<file path="config.mk">
export PLATFORM = sky130hd
export DESIGN_NAME = eth_phy_10g_rx_block_sync
export DESIGN_NICKNAME = d
export VERILOG_FILES = /design/src/rtl/eth_phy_10g_rx_block_sync.sv
export SDC_FILE = /design/constraint.sdc
export NUM_CORES = 1
export LEC_CHECK = 0
export BUFFER_PORTS_ARGS = -buffer_cell sky130_fd_sc_hd__buf_4
export CORE_ASPECT_RATIO = 0.75
export CORE_UTILIZATION = 35
export CTS_CLUSTER_DIAMETER = 60
export DETAILED_ROUTE_END_ITERATION = 10
export GPL_ROUTABILITY_DRIVEN = 0
export MAX_ROUTING_LAYER = met4
export PLACE_DENSITY = 0.6
export SYNTH_ARGS = -nofsm -noshare
export SYNTH_HDL_FRONTEND = slang
export SYNTH_SLANG_ARGS = --single-unit
</file>
<file path="constraint.sdc">
create_clock -name clk -period 8.4 [get_ports clk]
set_input_delay 1.68 -clock clk [delete_from_list [all_inputs] [get_ports clk]]
set_output_delay 1.68 -clock clk [all_outputs]
set_load 0.03 [all_outputs]
</file>
<file path="src/rtl/eth_phy_10g_rx_block_sync.sv">
// 64b/66b block aligner for the 10G PHY RX path: barrel-shifts raw SERDES words
// onto the block boundary and runs the sync-header lock state machine.
module eth_phy_10g_rx_block_sync #(
  parameter int unsigned DATA_WIDTH    = 64,
  parameter int unsigned HDR_WIDTH     = 2,
  parameter int unsigned LOCK_COUNT    = 64,
  parameter int unsigned SH_WINDOW     = 64,
  parameter int unsigned INVALID_LIMIT = 16
) (
  input  logic                            clk,
  input  logic                            rst,
  input  logic [DATA_WIDTH+HDR_WIDTH-1:0] i_serdes_rx,
  output logic [DATA_WIDTH-1:0]           o_serdes_rx_data,
  output logic [HDR_WIDTH-1:0]            o_serdes_rx_hdr,
  output logic                            o_rx_valid,
  output logic                            o_rx_block_lock,
  output logic                            o_slip_pulse,
  output logic [6:0]                      o_slip_offset
);

  localparam int unsigned FRAME_WIDTH = DATA_WIDTH + HDR_WIDTH;
  localparam int unsigned OFF_W       = 7;
  localparam int unsigned SH_W        = 7;
  localparam int unsigned INV_W       = 5;
  localparam int unsigned IDX_W       = 8;
  localparam logic [OFF_W-1:0] OFF_MAX = OFF_W'(FRAME_WIDTH - 1);

  typedef enum logic [1:0] {
    INIT   = 2'd0,
    SEARCH = 2'd1,
    SLIP   = 2'd2,
    LOCKED = 2'd3
  } state_t;

  state_t                   state_q, state_d;
  logic [FRAME_WIDTH-1:0]   prev_q;
  logic [SH_W-1:0]          sh_cnt_q, sh_cnt_d;
  logic [INV_W-1:0]         inv_cnt_q, inv_cnt_d;
  logic [OFF_W-1:0]         offset_d;
  logic [2*FRAME_WIDTH-1:0] cat;
  logic [IDX_W-1:0]         idx;
  logic [FRAME_WIDTH-1:0]   win;
  logic                     hdr_ok;

  // Barrel shifter: the block may straddle the previous and current SERDES words
  always_comb begin
    cat    = {i_serdes_rx, prev_q};
    idx    = IDX_W'(o_slip_offset);
    win    = cat[idx +: FRAME_WIDTH];
    hdr_ok = (win[HDR_WIDTH-1:0] == 2'b01) || (win[HDR_WIDTH-1:0] == 2'b10);
  end

  // Lock state machine: next state, counters and alignment offset
  always_comb begin
    state_d   = state_q;
    sh_cnt_d  = sh_cnt_q;
    inv_cnt_d = inv_cnt_q;
    offset_d  = o_slip_offset;
    unique case (state_q)
      INIT: begin
        state_d   = SEARCH;
        sh_cnt_d  = '0;
        inv_cnt_d = '0;
      end
      SEARCH: begin
        if (hdr_ok) begin
          if (sh_cnt_q == SH_W'(LOCK_COUNT - 1)) begin
            state_d  = LOCKED;
            sh_cnt_d = '0;
          end else begin
            sh_cnt_d = sh_cnt_q + SH_W'(1);
          end
        end else begin
          state_d   = SLIP;
          sh_cnt_d  = '0;
          inv_cnt_d = '0;
        end
      end
      SLIP: begin
        offset_d  = (o_slip_offset == OFF_MAX) ? '0 : o_slip_offset + OFF_W'(1);
        sh_cnt_d  = '0;
        inv_cnt_d = '0;
        state_d   = SEARCH;
      end
      LOCKED: begin
        // Loss of lock takes priority over the end-of-window clear
        if (!hdr_ok && (inv_cnt_q == INV_W'(INVALID_LIMIT - 1))) begin
          state_d   = SLIP;
          sh_cnt_d  = '0;
          inv_cnt_d = '0;
        end else if (sh_cnt_q == SH_W'(SH_WINDOW - 1)) begin
          sh_cnt_d  = '0;
          inv_cnt_d = '0;
        end else begin
          sh_cnt_d = sh_cnt_q + SH_W'(1);
          if (!hdr_ok) begin
            inv_cnt_d = inv_cnt_q + INV_W'(1);
          end
        end
      end
      default: state_d = INIT;
    endcase
  end

  // State, datapath and registered outputs
  always_ff @(posedge clk) begin
    if (rst) begin
      state_q          <= INIT;
      prev_q           <= '0;
      sh_cnt_q         <= '0;
      inv_cnt_q        <= '0;
      o_slip_offset    <= '0;
      o_serdes_rx_data <= '0;
      o_serdes_rx_hdr  <= '0;
      o_rx_valid       <= 1'b0;
      o_rx_block_lock  <= 1'b0;
      o_slip_pulse     <= 1'b0;
    end else begin
      state_q          <= state_d;
      prev_q           <= i_serdes_rx;
      sh_cnt_q         <= sh_cnt_d;
      inv_cnt_q        <= inv_cnt_d;
      o_slip_offset    <= offset_d;
      o_serdes_rx_data <= win[FRAME_WIDTH-1:HDR_WIDTH];
      o_serdes_rx_hdr  <= win[HDR_WIDTH-1:0];
      o_rx_valid       <= (state_d == LOCKED);
      o_rx_block_lock  <= (state_d == LOCKED);
      o_slip_pulse     <= (state_d == SLIP);
    end
  end

endmodule

</file>
==> flow_summary.yaml, run 1 <==
status:
  status: "finished clean"
finish:
  syn2layout_area_growth_pct: 12.1
  seq_area_um2: 3120
  multi_input_area_um2: 10600
  fin_nets: 1569
  fin_cells: 2037
  drive_above_1_share_pct: 31.9
  n_antenna_cell: 0
  stdcell_area_um2: 16200
  fill_cells: 4010
grt:
  grt_antenna_before_repair: 0
  grt_max_degree: 157
  grt_pass1_wl_mm: 78.8
  gr-total-overflow: 0
  grtUsageTotal_pct: 26.0
  grt_pass1_vias: 12100
flow_run:
  cap_violations: 0
floorplanning:
  dieWidth_um: 237
  core_area_um2: 40800
  io-pin-count: 144
  die_h_um: 178
  std_cell_rows: 64
  die_area_um2: 42100
  initial_core_util_pct: 35.4
power:
  p_comb_share_pct: 40.2
  total_leakage_power_nw: 6.52
  pwr-share-seq_pct: 32.3
  power.share.switching_pct: 37.4
  peakVddDrop_uv: 145
  power.share.clock_pct: 27.5
  intPower_mw: 1.62
  cellPowerDensity_nw_per_um2: 159
  power.switching_mw: 0.966
yosys:
  synthAdderAreaFrac_pct: 0.433
  synth_compound_area_share_pct: 8.76
  yosysTopAreaCellShare_pct: 29.5
  yosysUniqueCellTypes: 57
  synth-async-reset-ratio_pct: 0
  synthSimpleGateAreaFrac_pct: 14.4
  synthFlopType: "dfxtp_1"
  synth.area.top_cells: "mux4_2 29%, dfxtp_1 21%, mux2i_1 13%"
  synth.cell_area_um2: 14400
  synth_nets: 1530
  ys_seq_area_share_pct: 21.5
  yosys.area.top_type: "mux4_2"
  synth_top_family_by_area: "multiplexers"
  postSynthAreaPerCell_um2: 9.91
  muxShareOfSynthArea_pct: 49.2
  synth-edff-count: 0
  synthCells: 1457
  ys.warnings.count: 0
  synthXorXnorAreaFrac_pct: 0.719
  ys_seq_elements: 155
critical_path:
  r2r_start: "o_slip_offset[1]$_SDFFE_PP0P_"
  worstReg2RegEnd: "inv_cnt_q[2]$_SDFFE_PP0P_"
  crit_chain: "buf_12, mux2i_1, mux4_2, mux4_2, a22oi_1, nand4_1, xor2_2, mux2_2, o22ai_1"
  critPathKind: "flop to flop"
  reg2reg_depth: 9
  cp_slowest_stage_delay_ps: 720
  critPathSlowestCell: "dfxtp_4"
  crit_required_ps: 8780
  startpoint_type: "flop"
  crit_arrival_ps: 5020
  path_max_fanout: 156
  cp_common_cell: "mux4_2"
  r2r_slack_ps: 3760
  worst_setup_path_end_kind: "flop"
sta:
  finalSetupTns_ps: 0
  tightestPinTransition_ps: 1020
  hold_viol_final: 0
  relSlewSlack_pct: 31.5
  post-route-min-period_ps: 4640
  skew_ps: 13.4
  maxSlewViolCount: 0
  rsz0062_at_grt: "no"
  finalSetupViolations: 0
  max_freq_mhz: 215
  fin_ws_ps: 3760
  finalCritPeriodShare_pct: 55.3
route:
  vias: 12700
  antenna_left: 0
  first_pass_iters: 5
  totalWireLength_mm: 52.4
  drt_iter0_drc: 1598
  viasPerCell: 6.22
  drt-wirelength-per-cell_um: 25.7
  drc: 0
placed_design:
  dp_cells: 2005
  numPortBuffers: 143
  post_dp_cell_area_um2: 15700
  dp_hpwl_mm: 39.8
  place_ws_ps: 3760
hold_path:
  min_path_type: "flop to flop"
  holdPathEnd: "inv_cnt_q[4]$_SDFFE_PP0P_"
  holdCritStartpoint: "inv_cnt_q[4]$_SDFFE_PP0P_"
  worstHoldPathCells: 2
clocking:
  clk_pin_slew_ps: 70
  post-cts-setup-buffers: 0
  numCtsBuffers: 17
  clkSinkCount: 155
  ctsResizeCount: 0
  clk_latency_ps: 460
  cts-hold-fix-buffers: 0
  htreeDepth: 4
  cts_tree: "done"
  clockBufferDepth: 2
  root_buffer: "clkbuf_16"
-- state kept, by name, summed over array words and instances (netlist names) --
register / cells
prev_q: 66
o_serdes_rx_data: 64
o_slip_offset: 7
sh_cnt_q: 7
inv_cnt_q: 5
o_serdes_rx_hdr: 2
state_q: 2
o_rx_block_lock: 1
o_slip_pulse: 1
-- worst max-delay path by stage --
stage / slack [ps] / start / to
floorplan: 4530 / i_serdes_rx[29] / inv_cnt_q[2]$_SDFFE_PP0P_
global placement: 3760 / i_serdes_rx[29] / inv_cnt_q[2]$_SDFFE_PP0P_
detailed placement: 3760 / i_serdes_rx[29] / inv_cnt_q[2]$_SDFFE_PP0P_
CTS: 3850 / o_slip_offset[1]$_SDFFE_PP0P_ / inv_cnt_q[2]$_SDFFE_PP0P_
global route: 3520 / o_slip_offset[0]$_SDFFE_PP0P_ / sh_cnt_q[6]$_SDFF_PP0_
finish: 3760 / o_slip_offset[1]$_SDFFE_PP0P_ / inv_cnt_q[2]$_SDFFE_PP0P_
-- kinds of logic (layout without fill, tap and decap cells) --
| logic type | count (synthesis) | count (layout) |
|---|---|---|
| muxes | 464 | 464 |
| DFF | 155 | 155 |
| adders and majority gates | 5 | 5 |
| and+or+nand+nor | 469 | 469 |
| buffers and inverters | 152 | 204 |
| AOI/OAI and AO/OA | 201 | 201 |
| xor gates and xnor gates | 11 | 11 |
-- per-layer routing --
layer  global-route usage [%]  routed length, um  vias to the layer above
met1                     33.6              21300                     6339
met2                     37.4              22900                      691
met5                        -                  0                        -
li1                         -                  -                     5532
met3                     8.41               6200                      100
met4                     10.4               2040                        0
-- Yosys cell counts (9+ instances only) --
cell type  instances
clkbuf_1          66
dfxtp_1          155
nor2_1           140
a21oi_1           54
o21ai_0           65
mux4_2           189
o211ai_1          10
nor3_1            12
nand2_1          192
buf_4             11
buf_2             27
nand3_1           13
a211oi_1          17
buf_1             29
mux2i_1          193
nor2b_1           79
o22ai_1            9
mux2_2            82
-- power groups by stage --
| stage | registers (mW) | logic (mW) | clock network [mW] |
|---|---|---|---|
| finish | 0.835 | 1.04 | 0.710 |
| global route | 0.842 | 1.09 | 0.763 |
| CTS | 0.834 | 1.02 | 0.730 |
| detailed placement | 0.850 | 1.01 | 0 |
| global placement | 0.849 | 1.01 | 0 |
| floorplan | 0.884 | 0.645 | 0 |
-- layout make-up --
cell class	instances	area share [%]
multi-input cells	1150	65.6
well taps	528	4.08
clock inverters	11	0.456
inverters	11	0.301
clock buffers	21	2.78
flip-flops and latches	155	19.3
repair buffers	161	7.54
-- per-stage QoR --
stage	util [%]	power [mW]	hold WS [ps]
6_report	39.7	2.58	481
3_5_place_dp	38.4	1.86	473
4_1_cts	39.7	2.58	486
2_1_floorplan	-	1.53	448
3_3_place_gp	38.4	1.86	465
5_1_grt	39.7	2.70	520
-- critical path: cells and delay by family (launching register included) --
kind / cells / cell delay (ps)
AOI/OAI and AO/OA: 2 / 360
xor gates and xnor gates: 1 / 630
buffers and inverters: 1 / 640
DFF: 1 / 720
muxes: 4 / 1770
and+or+nand+nor: 1 / 240
-- layout by cell type (no fill, tap or decap), drive strengths merged, types with 12 or more instances in the layout --
cell type and count:
nand3 13, nor2b 79, mux2 82, a21oi 54, a211oi 17, mux2i 193, clkbuf 21, o21ai 66
mux4 189, nor2 140, nor3 12, buf 161, dfxtp 155, nand2 192
Power figures use the tool's default switching activity.
==> run 2: changes to the inputs <==
--- a/config.mk
+++ b/config.mk
@@ -12,7 +12,7 @@
 export DETAILED_ROUTE_END_ITERATION = 10
 export GPL_ROUTABILITY_DRIVEN = 0
 export MAX_ROUTING_LAYER = met4
-export PLACE_DENSITY = 0.6
+export PLACE_DENSITY = 0.62
 export SYNTH_ARGS = -nofsm -noshare
 export SYNTH_HDL_FRONTEND = slang
 export SYNTH_SLANG_ARGS = --single-unit
==> constraint.sdc (replaced) <==
create_clock -name clk -period 4.2 [get_ports clk]
set_input_delay 0.84 -clock clk [delete_from_list [all_inputs] [get_ports clk]]
set_output_delay 0.84 -clock clk [all_outputs]
set_load 0.03 [all_outputs]
==> run 2 against run 1 <==
  * Global-route usage up 0.15 points
  * Power up 100%
  * Setup slack worse by 3300 ps
  * Sequential cell count unchanged
  * Register-to-register slack worse by 3300 ps
  * Sequential power up 98%
  * Core utilization up 0.62 points
==> flow_summary.yaml, run 2 (synthesis gave the netlist of run 1 again) <==
clocking:
  clockBufferDepth: 2
  ctsResizeCount: 0
  clkSinkCount: 155
  clk_pin_slew_ps: 60
  cts_tree: "done"
  post-cts-setup-buffers: 0
  root_buffer: "clkbuf_16"
  htreeDepth: 4
  clk_latency_ps: 470
  numCtsBuffers: 17
  cts-hold-fix-buffers: 0
grt:
  grtUsageTotal_pct: 26.1
  grt_antenna_before_repair: 2
  grt_pass1_wl_mm: 79.0
  grt_max_degree: 97
  grt_pass1_vias: 12200
  gr-total-overflow: 0
finish:
  top_register: "prev_q"
  largestRegisters: "prev_q x66, o_serdes_rx_data x64"
  fill_cells: 3977
  fin_nets: 1593
  final_common_cell: "mux2i_1"
  most-common-layout-cells: "193 x mux2i_1, 192 x nand2_1, 189 x mux4_2, 181 x buf_4, 148 x dfxtp_1"
  drive_above_1_share_pct: 33.2
  syn2layout_area_growth_pct: 13.9
  largest_reg_flops: 66
power:
  p_comb_share_pct: 40.3
  total_leakage_power_nw: 6.65
  power.share.clock_pct: 28.3
  cellPowerDensity_nw_per_um2: 321
  power.switching_mw: 2.01
  pwr-share-seq_pct: 31.3
  intPower_mw: 3.26
  power_mw: 5.27
  power.share.switching_pct: 38.1
  peakVddDrop_uv: 318
sta:
  relSlewSlack_pct: 28.1
  skew_ps: 17.3
  finalCritPeriodShare_pct: 89.4
  post-route-min-period_ps: 3760
  tightestPinTransition_ps: 1070
  hold_viol_final: 0
  max_freq_mhz: 266
  rsz0062_at_grt: "no"
  maxSlewViolCount: 0
  finalSetupViolations: 0
  finalSetupTns_ps: 0
route:
  totalWireLength_mm: 53.3
  viasPerCell: 6.33
  vias: 13100
  drt_iter0_drc: 1893
  antenna_left: 0
  first_pass_iters: 6
  drc: 0
  drt-wirelength-per-cell_um: 25.8
critical_path:
  startpoint_type: "flop"
  critPathKind: "flop to flop"
  path_max_fanout: 83
  worst_setup_path_end_kind: "flop"
  crit_required_ps: 4590
  crit_arrival_ps: 4140
placed_design:
  dp_hpwl_mm: 40.8
  numPortBuffers: 143
status:
  status: "finished clean"
floorplanning:
  initial_core_util_pct: 35.4
  std_cell_rows: 64
  io-pin-count: 144
  die_area_um2: 42100
  die_h_um: 178
  core_area_um2: 40800
  dieWidth_um: 237
hold_path:
  min_path_type: "flop to flop"
flow_run:
  cap_violations: 0
==> run 2: area by class of cell <==
type	count	area, um^2	share of cell area (%)
flip-flops and latches	155	3120	19.0
multi-input cells	1150	10600	64.6
repair buffers	185	1440	8.75
clock inverters	14	114	0.692
clock buffers	18	439	2.67
well taps	528	661	4.02
inverters	11	48.8	0.297
diodes	2	5.00	0.0304
==> run 2: worst paths after layout <==
kind	endpoint	cells after the start	slack [ps]	start
worst max register to register	o_serdes_rx_data[6]$_SDFF_PP0_	7	440	o_slip_offset[3]$_SDFFE_PP0P_
worst min register to register	inv_cnt_q[4]$_SDFFE_PP0P_	2	480	inv_cnt_q[4]$_SDFFE_PP0P_
worst min-delay path	inv_cnt_q[4]$_SDFFE_PP0P_	2	480	inv_cnt_q[4]$_SDFFE_PP0P_
worst max-delay path	o_serdes_rx_data[6]$_SDFF_PP0_	7	440	o_slip_offset[3]$_SDFFE_PP0P_
==> run 2: per-stage QoR <==
| stage | hold WS, ps | std cells | setup slack (ps) | utilization (%) | cell area, um^2 |
|---|---|---|---|---|---|
| floorplan | 448 | 1457 | 936 | - | 14400 |
| global placement | 465 | 2029 | 680 | 39.0 | 15900 |
| detailed placement | 477 | 2029 | 623 | 39.0 | 15900 |
| CTS | 485 | 2061 | 585 | 40.3 | 16400 |
| global route | 508 | 2063 | 310 | 40.3 | 16400 |
| finish | 484 | 2063 | 443 | 40.3 | 16400 |
==> run 2: worst max-delay path: stages (launching register included) <==
cell	delay (ps)
dfxtp_4	500
inv_4	420
buf_4	910
mux2i_1	180
o21ai_0	740
mux2i_1	230
mux4_2	550
nor2_1	110
==> run 2: per-layer routing <==
layer  up-vias  wire, um  share of wire [%]  GRT usage (%)
li1       5600         -                  -              -
met1      6426     21900                 41           35.0
met2       915     22600                 42           36.6
met3       127      6870                 13           8.38
met4         0      1910                3.6           9.44
met5         -         0                  0              -
==> run 2: power groups by stage <==
stage                     sequential (mW)  combinational, mW  clock, mW
after detailed placement             1.68               2.06          0
after global routing                 1.66               2.23       1.59
final                                1.65               2.13       1.49
after global placement               1.68               2.05          0
after floorplan                      1.77               1.29          0
after CTS                            1.65               2.07       1.52
